### config.mk
export PLATFORM = sky130hd
export DESIGN_NAME = spi_burst_master
export DESIGN_NICKNAME = d
export VERILOG_FILES = /design/src/rtl/spi_burst_master.sv
export SDC_FILE = /design/constraint.sdc
export NUM_CORES = 1
export LEC_CHECK = 0
export ABC_CLOCK_PERIOD_IN_PS = 3300
export CAP_MARGIN = 15
export CORE_UTILIZATION = 45
export DETAILED_ROUTE_END_ITERATION = 7
export HOLD_SLACK_MARGIN = 0.12
export PLACE_DENSITY = 0.74
export RECOVER_POWER = 100
export SLEW_MARGIN = 20
export SYNTH_ARGS = -nofsm -noshare
export SYNTH_HDL_FRONTEND = slang
export SYNTH_SLANG_ARGS = --single-unit
### constraint.sdc
create_clock -name clk -period 3.3 [get_ports clk]
set_input_delay 0.66 -clock clk [delete_from_list [all_inputs] [get_ports clk]]
set_output_delay 0.66 -clock clk [all_outputs]
set_load 0.03 [all_outputs]
### src/rtl/spi_burst_master.sv
// SPI master running one address + 0..MAX_BYTES data-byte transaction per request.
// Supports CPOL/CPHA modes, a programmable half-period divider and multiple chip selects.
//
//   state   | meaning
//   S_IDLE  | sclk follows cpol, waiting for start
//   S_SETUP | chip select low, one half-period before the first edge
//   S_SHIFT | 2N half-periods of sclk toggling, shifting mosi/miso
//   S_HOLD  | sclk at idle level, chip select still low for one half-period
//   S_DONE  | one-cycle done pulse, rdata published
`timescale 1ns/1ps
module spi_burst_master #(
    parameter int ADDR_WIDTH = 8,
    parameter int MAX_BYTES  = 4,
    parameter int NUM_CS     = 4,
    parameter int DIV_WIDTH  = 8,
    localparam int DW  = 8 * MAX_BYTES,
    localparam int CSW = (NUM_CS > 1) ? $clog2(NUM_CS) : 1,
    localparam int NBW = $clog2(MAX_BYTES + 1)
) (
    input  logic                  clk,
    input  logic                  rstn,
    input  logic                  start,
    input  logic                  abort,
    input  logic [CSW-1:0]        cs_sel,
    input  logic [NBW-1:0]        num_bytes,
    input  logic                  cpol,
    input  logic                  cpha,
    input  logic [DIV_WIDTH-1:0]  clk_div,
    input  logic [ADDR_WIDTH-1:0] addr,
    input  logic [DW-1:0]         wdata,
    input  logic                  miso,
    output logic                  sclk,
    output logic                  mosi,
    output logic [NUM_CS-1:0]     cs_n,
    output logic [DW-1:0]         rdata,
    output logic                  busy,
    output logic                  done,
    output logic                  err
);

    localparam int TXW = ADDR_WIDTH + DW;
    localparam int BCW = $clog2(TXW + 1);

    typedef enum logic [2:0] {
        S_IDLE,
        S_SETUP,
        S_SHIFT,
        S_HOLD,
        S_DONE
    } state_t;

    state_t                state_q;
    logic [DIV_WIDTH-1:0]  div_q;
    logic [DIV_WIDTH-1:0]  div_cnt_q;
    logic [BCW-1:0]        bit_cnt_q;
    logic [BCW-1:0]        data_bits_q;
    logic                  phase_q;
    logic                  cpol_q;
    logic                  cpha_q;
    logic [TXW-1:0]        tx_q;
    logic [DW-1:0]         rx_q;
    logic                  sclk_q;
    logic                  mosi_q;
    logic [NUM_CS-1:0]     cs_n_q;
    logic [DW-1:0]         rdata_q;
    logic                  busy_q;
    logic                  done_q;
    logic                  err_q;

    logic [NBW-1:0]        nb_d;
    logic [BCW-1:0]        data_bits_d;
    logic [DW-1:0]         wdata_al_d;
    logic [TXW-1:0]        tx_d;
    logic                  cs_bad;
    logic                  boundary;
    logic                  lead_edge;
    logic                  trail_edge;
    logic                  sample_edge;
    logic                  drive_edge;
    logic                  in_data;

    // Data is left-justified behind the address so the shifter only ever moves MSB-first.
    always_comb begin
        nb_d = num_bytes;
        if (32'(num_bytes) > MAX_BYTES) begin
            nb_d = NBW'(MAX_BYTES);
        end
        data_bits_d = BCW'(nb_d) << 3;
        wdata_al_d  = wdata << (DW - 8 * int'(nb_d));
        tx_d        = {addr, wdata_al_d};
        cs_bad      = 32'(cs_sel) >= NUM_CS;
    end

    assign boundary    = (div_cnt_q == '0);
    assign lead_edge   = boundary && ((state_q == S_SETUP) ||
                         (state_q == S_SHIFT && !phase_q && bit_cnt_q != '0));
    assign trail_edge  = boundary && (state_q == S_SHIFT) && phase_q;
    assign sample_edge = cpha_q ? trail_edge : lead_edge;
    assign drive_edge  = cpha_q ? lead_edge : trail_edge;
    assign in_data     = (bit_cnt_q <= data_bits_q);

    always_ff @(posedge clk or negedge rstn) begin
        if (!rstn) begin
            state_q     <= S_IDLE;
            div_q       <= '0;
            div_cnt_q   <= '0;
            bit_cnt_q   <= '0;
            data_bits_q <= '0;
            phase_q     <= 1'b0;
            cpol_q      <= 1'b0;
            cpha_q      <= 1'b0;
            tx_q        <= '0;
            rx_q        <= '0;
            sclk_q      <= 1'b0;
            mosi_q      <= 1'b0;
            cs_n_q      <= '1;
            rdata_q     <= '0;
            busy_q      <= 1'b0;
            done_q      <= 1'b0;
            err_q       <= 1'b0;
        end else begin
            done_q <= 1'b0;
            err_q  <= 1'b0;
            if (state_q != S_IDLE) begin
                div_cnt_q <= boundary ? div_q : div_cnt_q - DIV_WIDTH'(1);
            end
            if (lead_edge || trail_edge) begin
                sclk_q <= ~sclk_q;
            end
            if (sample_edge && in_data) begin
                rx_q <= {rx_q[DW-2:0], miso};
            end
            if (drive_edge) begin
                mosi_q <= tx_q[TXW-1];
                tx_q   <= tx_q << 1;
            end
            if (lead_edge) begin
                phase_q <= 1'b1;
            end
            if (trail_edge) begin
                phase_q   <= 1'b0;
                bit_cnt_q <= bit_cnt_q - BCW'(1);
            end

            if (abort && state_q != S_IDLE) begin
                state_q <= S_IDLE;
                cs_n_q  <= '1;
                sclk_q  <= cpol_q;
                mosi_q  <= 1'b0;
                busy_q  <= 1'b0;
                done_q  <= 1'b0;
            end else begin
                case (state_q)
                    S_IDLE: begin
                        sclk_q <= cpol;
                        cpol_q <= cpol;
                        mosi_q <= 1'b0;
                        if (start) begin
                            if (cs_bad) begin
                                err_q <= 1'b1;
                            end else begin
                                state_q     <= S_SETUP;
                                busy_q      <= 1'b1;
                                cs_n_q      <= ~(NUM_CS'(1) << cs_sel);
                                cpha_q      <= cpha;
                                div_q       <= clk_div;
                                div_cnt_q   <= clk_div;
                                data_bits_q <= data_bits_d;
                                bit_cnt_q   <= BCW'(ADDR_WIDTH) + data_bits_d;
                                phase_q     <= 1'b0;
                                rx_q        <= '0;
                                // cpha=0 needs the first bit valid before the first (sampling) edge.
                                if (!cpha) begin
                                    mosi_q <= tx_d[TXW-1];
                                    tx_q   <= tx_d << 1;
                                end else begin
                                    tx_q   <= tx_d;
                                end
                            end
                        end
                    end
                    S_SETUP: begin
                        if (boundary) begin
                            state_q <= S_SHIFT;
                        end
                    end
                    S_SHIFT: begin
                        if (boundary && !phase_q && bit_cnt_q == '0) begin
                            state_q <= S_HOLD;
                        end
                    end
                    S_HOLD: begin
                        if (boundary) begin
                            state_q <= S_DONE;
                            cs_n_q  <= '1;
                            done_q  <= 1'b1;
                            rdata_q <= rx_q;
                            mosi_q  <= 1'b0;
                        end
                    end
                    S_DONE: begin
                        state_q <= S_IDLE;
                        busy_q  <= 1'b0;
                    end
                    default: begin
                        state_q <= S_IDLE;
                    end
                endcase
            end
        end
    end

    assign sclk  = sclk_q;
    assign mosi  = mosi_q;
    assign cs_n  = cs_n_q;
    assign rdata = rdata_q;
    assign busy  = busy_q;
    assign done  = done_q;
    assign err   = err_q;

endmodule

==> results.json, run 1 <==
{
  "status": "finished, violations left",
  "violations": "capacitance limit, slew limit",
  "synth_cell_type_count": 58,
  "max_freq_ghz": 0.358,
  "fin_util": 0.565,
  "syn_to_final_growth_pct": 23.0,
  "ys_seq_area_frac": 0.470,
  "wl_per_cell_um": 15.5,
  "rsz0062_at_grt": "no",
  "syn-cell-area_um2": 7620,
  "final_cell_area_um2": 9370,
  "post-route-drc-count": 0,
  "root_buffer": "clkbuf_16",
  "gp_congestion": 0.926,
  "yosysTopAreaCell": "dfrtp_1",
  "worstHoldPathType": "register to register",
  "path_max_fanout": 64,
  "hold_buffers": 0,
  "fin_skew_ns": 0.00430,
  "post-dp-hpwl_um": 11600,
  "arrival_ns": 3.05,
  "path_class": "register to register",
  "multi_input_area_um2": 3680,
  "drive_gt1_frac": 0.110,
  "critPathRequiredTime_ns": 3.56,
  "wl_um": 17000,
  "ctsResizeCount": 0,
  "grt_max_degree": 78,
  "cts_buffer_depth": 2,
  "num-fill-cells": 1466,
  "worstMarginPinSlew_ns": 1.98,
  "ys_ff_latch": 143,
  "vdd_ir_drop_max_v": 0.000376,
  "fin_crit_sh": 0.847,
  "cts_tree": "built",
  "power_density_nw_per_um2": 554,
  "synth_top_cell_area_share": 0.456,
  "setup_viol": 0,
  "diodes": 0,
  "grt_pass1_vias": 5644,
  "initial_utilization": 0.460,
  "htree_levels": 4,
  "antenna_left": 0,
  "yosys_warnings": 0,
  "synthTopCellsByArea": "dfrtp_1 (46%), mux2i_1 (12%), nand2_1 (11%)",
  "setup-tns-final_ns": 0,
  "grt_usage": 0.206,
  "dpl_cell_area_um2": 8780,
  "layout_min_cycle_time_ns": 2.80,
  "synth_nets": 862,
  "cts_buffers": 17,
  "overflow": 0,
  "io_pins": 101,
  "seqCellArea_um2": 3580,
  "antenna_found_initial": 0,
  "coreArea_um2": 16600,
  "post_cts_buffers": 0,
  "final_cells": 1101,
  "dr.pass1.iters": 5,
  "cp-start-kind": "register",
  "detail_route.iter0.violations": 375,
  "async_reset_ff_frac": 1.00,
  "synthCells": 795,
  "critPathCaptureType": "register",
  "path_clk_slew_ns": 0.06,
  "max_slew_margin": -0.318,
  "vias": 5980,
  "portBuffers": 99,
  "die_height_um": 132,
  "synth_ff_type": "dfrtp_1",
  "p_leak_uw": 0.00417,
  "syn_area_per_cell_um2": 9.59,
  "drv_slew": 78,
  "clk_latency_ns": 0.42,
  "finalHoldViolCount": 0,
  "final_nets": 936,
  "synth-edff-count": 0,
  "grt_pass1_wl_um": 28700,
  "die_w_um": 132,
  "cap_violations": 1,
  "via_per_inst": 5.43,
  "rows": 47,
  "dp.cells": 1070,
  "die_area_um2": 17500,
  "cts.sinks": 143
}
## layer usage
metal | GRT usage | vias to the layer above | wire length, um
met3 | 0.0384 | 27 | 889
met4 | 0.0711 | 0 | 295
met5 | 0 | - | 0
met1 | 0.299 | 2832 | 8260
met2 | 0.307 | 175 | 7580
li1 | - | 2946 | -
## worst max-delay path, stage by stage, from the launching register on
cell	delay, ns
dfrtp_1	0.42
inv_1	0.08
ha_1	0.23
or3b_2	0.57
nor3_4	0.27
a21boi_0	0.37
buf_12	0.34
mux2i_1	0.23
o22ai_1	0.11
## layout by cell type, fill, tap and decap left out, types with 7 or more instances in the layout
cell type,synthesis,routed
nor2_1,23,23
dlygate4sd3_1,0,42
o22ai_1,13,13
a221oi_1,8,8
nand3_1,10,10
mux2_2,32,32
o221ai_1,23,23
o2bb2ai_1,7,7
nand2_1,223,222
dfrtp_1,139,139
a22oi_1,14,14
inv_1,12,12
ha_1,7,7
mux2i_1,91,91
clkbuf_16,0,17
a21oi_1,22,22
o211ai_1,8,9
clkdlybuf4s50_1,0,56
o21ai_0,18,18
buf_4,4,12
## power by group
| group | switching (uW) | internal, uW |
|---|---|---|
| sequential | 169 | 1980 |
| clock | 755 | 1340 |
| combinational | 518 | 428 |
## per-stage QoR
stage          setup slack, ns  hold WS [ns]  total power (uW)
2_1_floorplan            0.382         0.364              2800
3_3_place_gp             0.360         0.448              3110
3_5_place_dp             0.246         0.454              3130
4_1_cts                  0.665         0.298              5240
5_1_grt                  0.331         0.481              5430
6_report                 0.504         0.455              5190
## flip-flops by register name (all words and copies together), names as in the netlist
| register | flops |
|---|---|
| phase_q | 1 |
| mosi | 1 |
| state_q | 3 |
| bit_cnt_q | 6 |
| cs_n | 4 |
| rdata | 32 |
| tx_q | 40 |
| div_q | 8 |
| done | 1 |
| busy | 1 |
| sclk | 1 |
| rx_q | 32 |
| data_bits_q | 3 |
| cpol_q | 1 |
| cpha_q | 1 |
| div_cnt_q | 8 |
## cell type report
cell class | instances | area share
Inverter | 13 | 0.00521
Tap cell | 220 | 0.0294
Sequential cell | 143 | 0.382
Multi-Input combinational cell | 575 | 0.393
Clock inverter | 14 | 0.0228
Clock buffer | 17 | 0.0454
Timing Repair Buffer | 119 | 0.122
## logic make-up (layout without fill, tap and decap cells)
logic type / Yosys count / after routing / share of synthesized area
compound gates: 136 / 136 / 0.127
other cells: 1 / 1 / 0.000492
fa+ha+maj: 7 / 7 / 0.0115
buf+inv: 77 / 163 / 0.0456
simple gates: 299 / 299 / 0.168
xor+xnor: 9 / 9 / 0.0103
mux: 123 / 123 / 0.167
flops: 143 / 143 / 0.470
## final timing paths
kind | slack [ns] | end | depth (start not counted) | start
max | 0.50 | tx_q[8] | 8 | div_cnt_q[0]
min | 0.46 | rdata[27] | 2 | rdata[27]
max reg2reg | 0.50 | tx_q[8] | 8 | div_cnt_q[0]
min reg2reg | 0.46 | rdata[27] | 2 | rdata[27]
max in group asynchronous | 0.94 | tx_q[7] | 2 | rstn
min in group asynchronous | 0.78 | div_q[3] | 1 | rstn
## synth_stat cells (5+ instances only)
library cell,number
a22oi_1,14
xnor2_1,6
mux2_2,32
inv_1,12
nand2_1,223
buf_2,10
o21ai_0,18
a21oi_1,22
o211ai_1,8
nor2_1,23
mux2i_1,91
buf_1,5
o22ai_1,13
ha_1,7
a221oi_1,8
a211oi_1,6
dfrtp_1,139
o221ai_1,23
clkbuf_1,42
and3_1,5
o2bb2ai_1,7
nor3_1,6
nand3_1,10
(Power assumes the default switching activity.)
==> run 2: changes to the inputs <==
Settings changed: ABC_CLOCK_PERIOD_IN_PS 3300 to 2870.
Clock period 3.3 ns to 2.87 ns, I/O delays scaled along.
==> run 2 against run 1 <==
The flow now finishes without violations. Total power rose by 17%. Highest routed layer unchanged. Global-route usage increased by 0.50 points. First-iteration DRC count rose by 0.27%. Via count increased by 1.8%. Sequential power increased by 15%. Die area unchanged. Clock-buffer cell count did not move. Sequential share of layout area down 0.44 points. Largest power group is now the clock network. Setup slack got worse by 0.24 ns. Final cell count is 0.45% higher.
==> results.json, run 2 (synthesis gave the netlist of run 1 again) <==
{
  "status": "complete, no violations",
  "top_register": "tx_q",
  "ctsResizeCount": 0,
  "cts.sinks": 143,
  "layout_common_cells": "nand2_1 (222), dfrtp_1 (139), mux2i_1 (91)",
  "worstHoldPathType": "register to register",
  "cts_buffer_depth": 2,
  "cp-start-kind": "register",
  "final_common_cell": "nand2_1",
  "setup_viol": 0,
  "via_per_inst": 5.50,
  "path_clk_slew_ns": 0.06,
  "total_power_uw": 6090,
  "path_class": "register to register",
  "wl_um": 17000,
  "grt_max_degree": 69,
  "htree_levels": 4,
  "diodes": 0,
  "die_height_um": 132,
  "io_pins": 101,
  "startpoint": "div_cnt_q[0]",
  "worstMarginPinSlew_ns": 1.18,
  "clk_latency_ns": 0.42,
  "dr.pass1.iters": 5,
  "drive_gt1_frac": 0.112,
  "largest_register_ffs": 40,
  "gp_congestion": 0.917,
  "vias": 6087,
  "coreArea_um2": 16600,
  "p_leak_uw": 0.00421,
  "portBuffers": 99,
  "finalHoldViolCount": 0,
  "antenna_left": 0,
  "crit_path_end": "tx_q[16]",
  "vdd_ir_drop_max_v": 0.000439,
  "num-fill-cells": 1428,
  "cts_tree": "built",
  "fin_skew_ns": 0.0106,
  "antenna_found_initial": 0,
  "critPathCaptureType": "register",
  "detail_route.iter0.violations": 376,
  "cap_violations": 0,
  "syn_to_final_growth_pct": 24.4,
  "rsz0062_at_grt": "no",
  "post-dp-hpwl_um": 11700,
  "drv_slew": 0,
  "rr_startpoint": "div_cnt_q[0]",
  "setup-tns-final_ns": 0,
  "initial_utilization": 0.460,
  "path_max_fanout": 64,
  "cts_buffers": 17,
  "die_area_um2": 17500,
  "root_buffer": "clkbuf_16",
  "r2r_end": "tx_q[16]",
  "critPathRequiredTime_ns": 3.12,
  "grt_pass1_vias": 5922,
  "overflow": 0,
  "die_w_um": 132,
  "dpl_cell_area_um2": 8840,
  "power_density_nw_per_um2": 643,
  "post-route-drc-count": 0,
  "final_nets": 940,
  "reg2reg_depth": 8,
  "arrival_ns": 2.86,
  "fin_crit_sh": 0.909,
  "max_slew_margin": 0.214,
  "layout_min_cycle_time_ns": 2.61,
  "r2r_slack_ns": 0.26,
  "grt_pass1_wl_um": 29500,
  "fin_util": 0.572,
  "grt_usage": 0.211,
  "max_freq_ghz": 0.383,
  "rows": 47,
  "final_cell_area_um2": 9480,
  "wl_per_cell_um": 15.4
}
run 2: per-layer routing:
layer	global-route usage	share of wire
met3	0.0396	0.039
met4	0.0704	0.016
met2	0.333	0.47
met1	0.291	0.48
met5	0	0
run 2: area by class of cell:
| class | instances | area, um2 | area share |
|---|---|---|---|
| clock buffers | 17 | 425 | 0.0449 |
| well taps | 220 | 275 | 0.0290 |
| clock inverters | 15 | 254 | 0.0268 |
| repair buffers | 123 | 1200 | 0.127 |
| inverters | 13 | 48.8 | 0.00515 |
| multi-input cells | 575 | 3700 | 0.390 |
| flip-flops and latches | 143 | 3580 | 0.378 |
run 2: metrics by stage:
| step | instances | hold WS, ns | worst slack (ns) |
|---|---|---|---|
| after global placement | 1073 | 0.450 | 0.0982 |
| after detailed placement | 1073 | 0.455 | 0.0814 |
| after global routing | 1106 | 0.480 | 0.0543 |
| after CTS | 1106 | 0.469 | 0.290 |
| after floorplan | 795 | 0.278 | 0.0380 |
| final | 1106 | 0.457 | 0.262 |
run 2: report_power, final:
part / internal (uW) / switching [uW]
logic: 500 / 596
clock network: 1640 / 886
registers: 2280 / 191
run 2: worst min path at each step:
| stage | from | end | slack (ns) | cells after the start |
|---|---|---|---|---|
| 2_1_floorplan | rstn | bit_cnt_q[0] | 0.28 | 0 |
| 3_3_place_gp | rdata[22] | rdata[22] | 0.45 | 2 |
| 3_5_place_dp | rdata[2] | rdata[2] | 0.45 | 2 |
| 4_1_cts | rdata[2] | rdata[2] | 0.47 | 2 |
| 5_1_grt | rdata[6] | rdata[6] | 0.48 | 2 |
| 6_report | rdata[8] | rdata[8] | 0.46 | 2 |
run 2: worst max-delay path, stage by stage, from the launching register on:
cell and delay [ns]:
dfrtp_1 0.42, inv_1 0.07, ha_1 0.23, or3b_2 0.57, nor3_4 0.27, a21boi_4 0.25, buf_12 0.30, mux2i_1 0.22
a21oi_1 0.08
run 2: repair_timing:
item                       CTS  global route
hold endpoints to repair    42             0
buffers inserted             0             0
setup endpoints to repair    0             0
hold buffers                 1             0
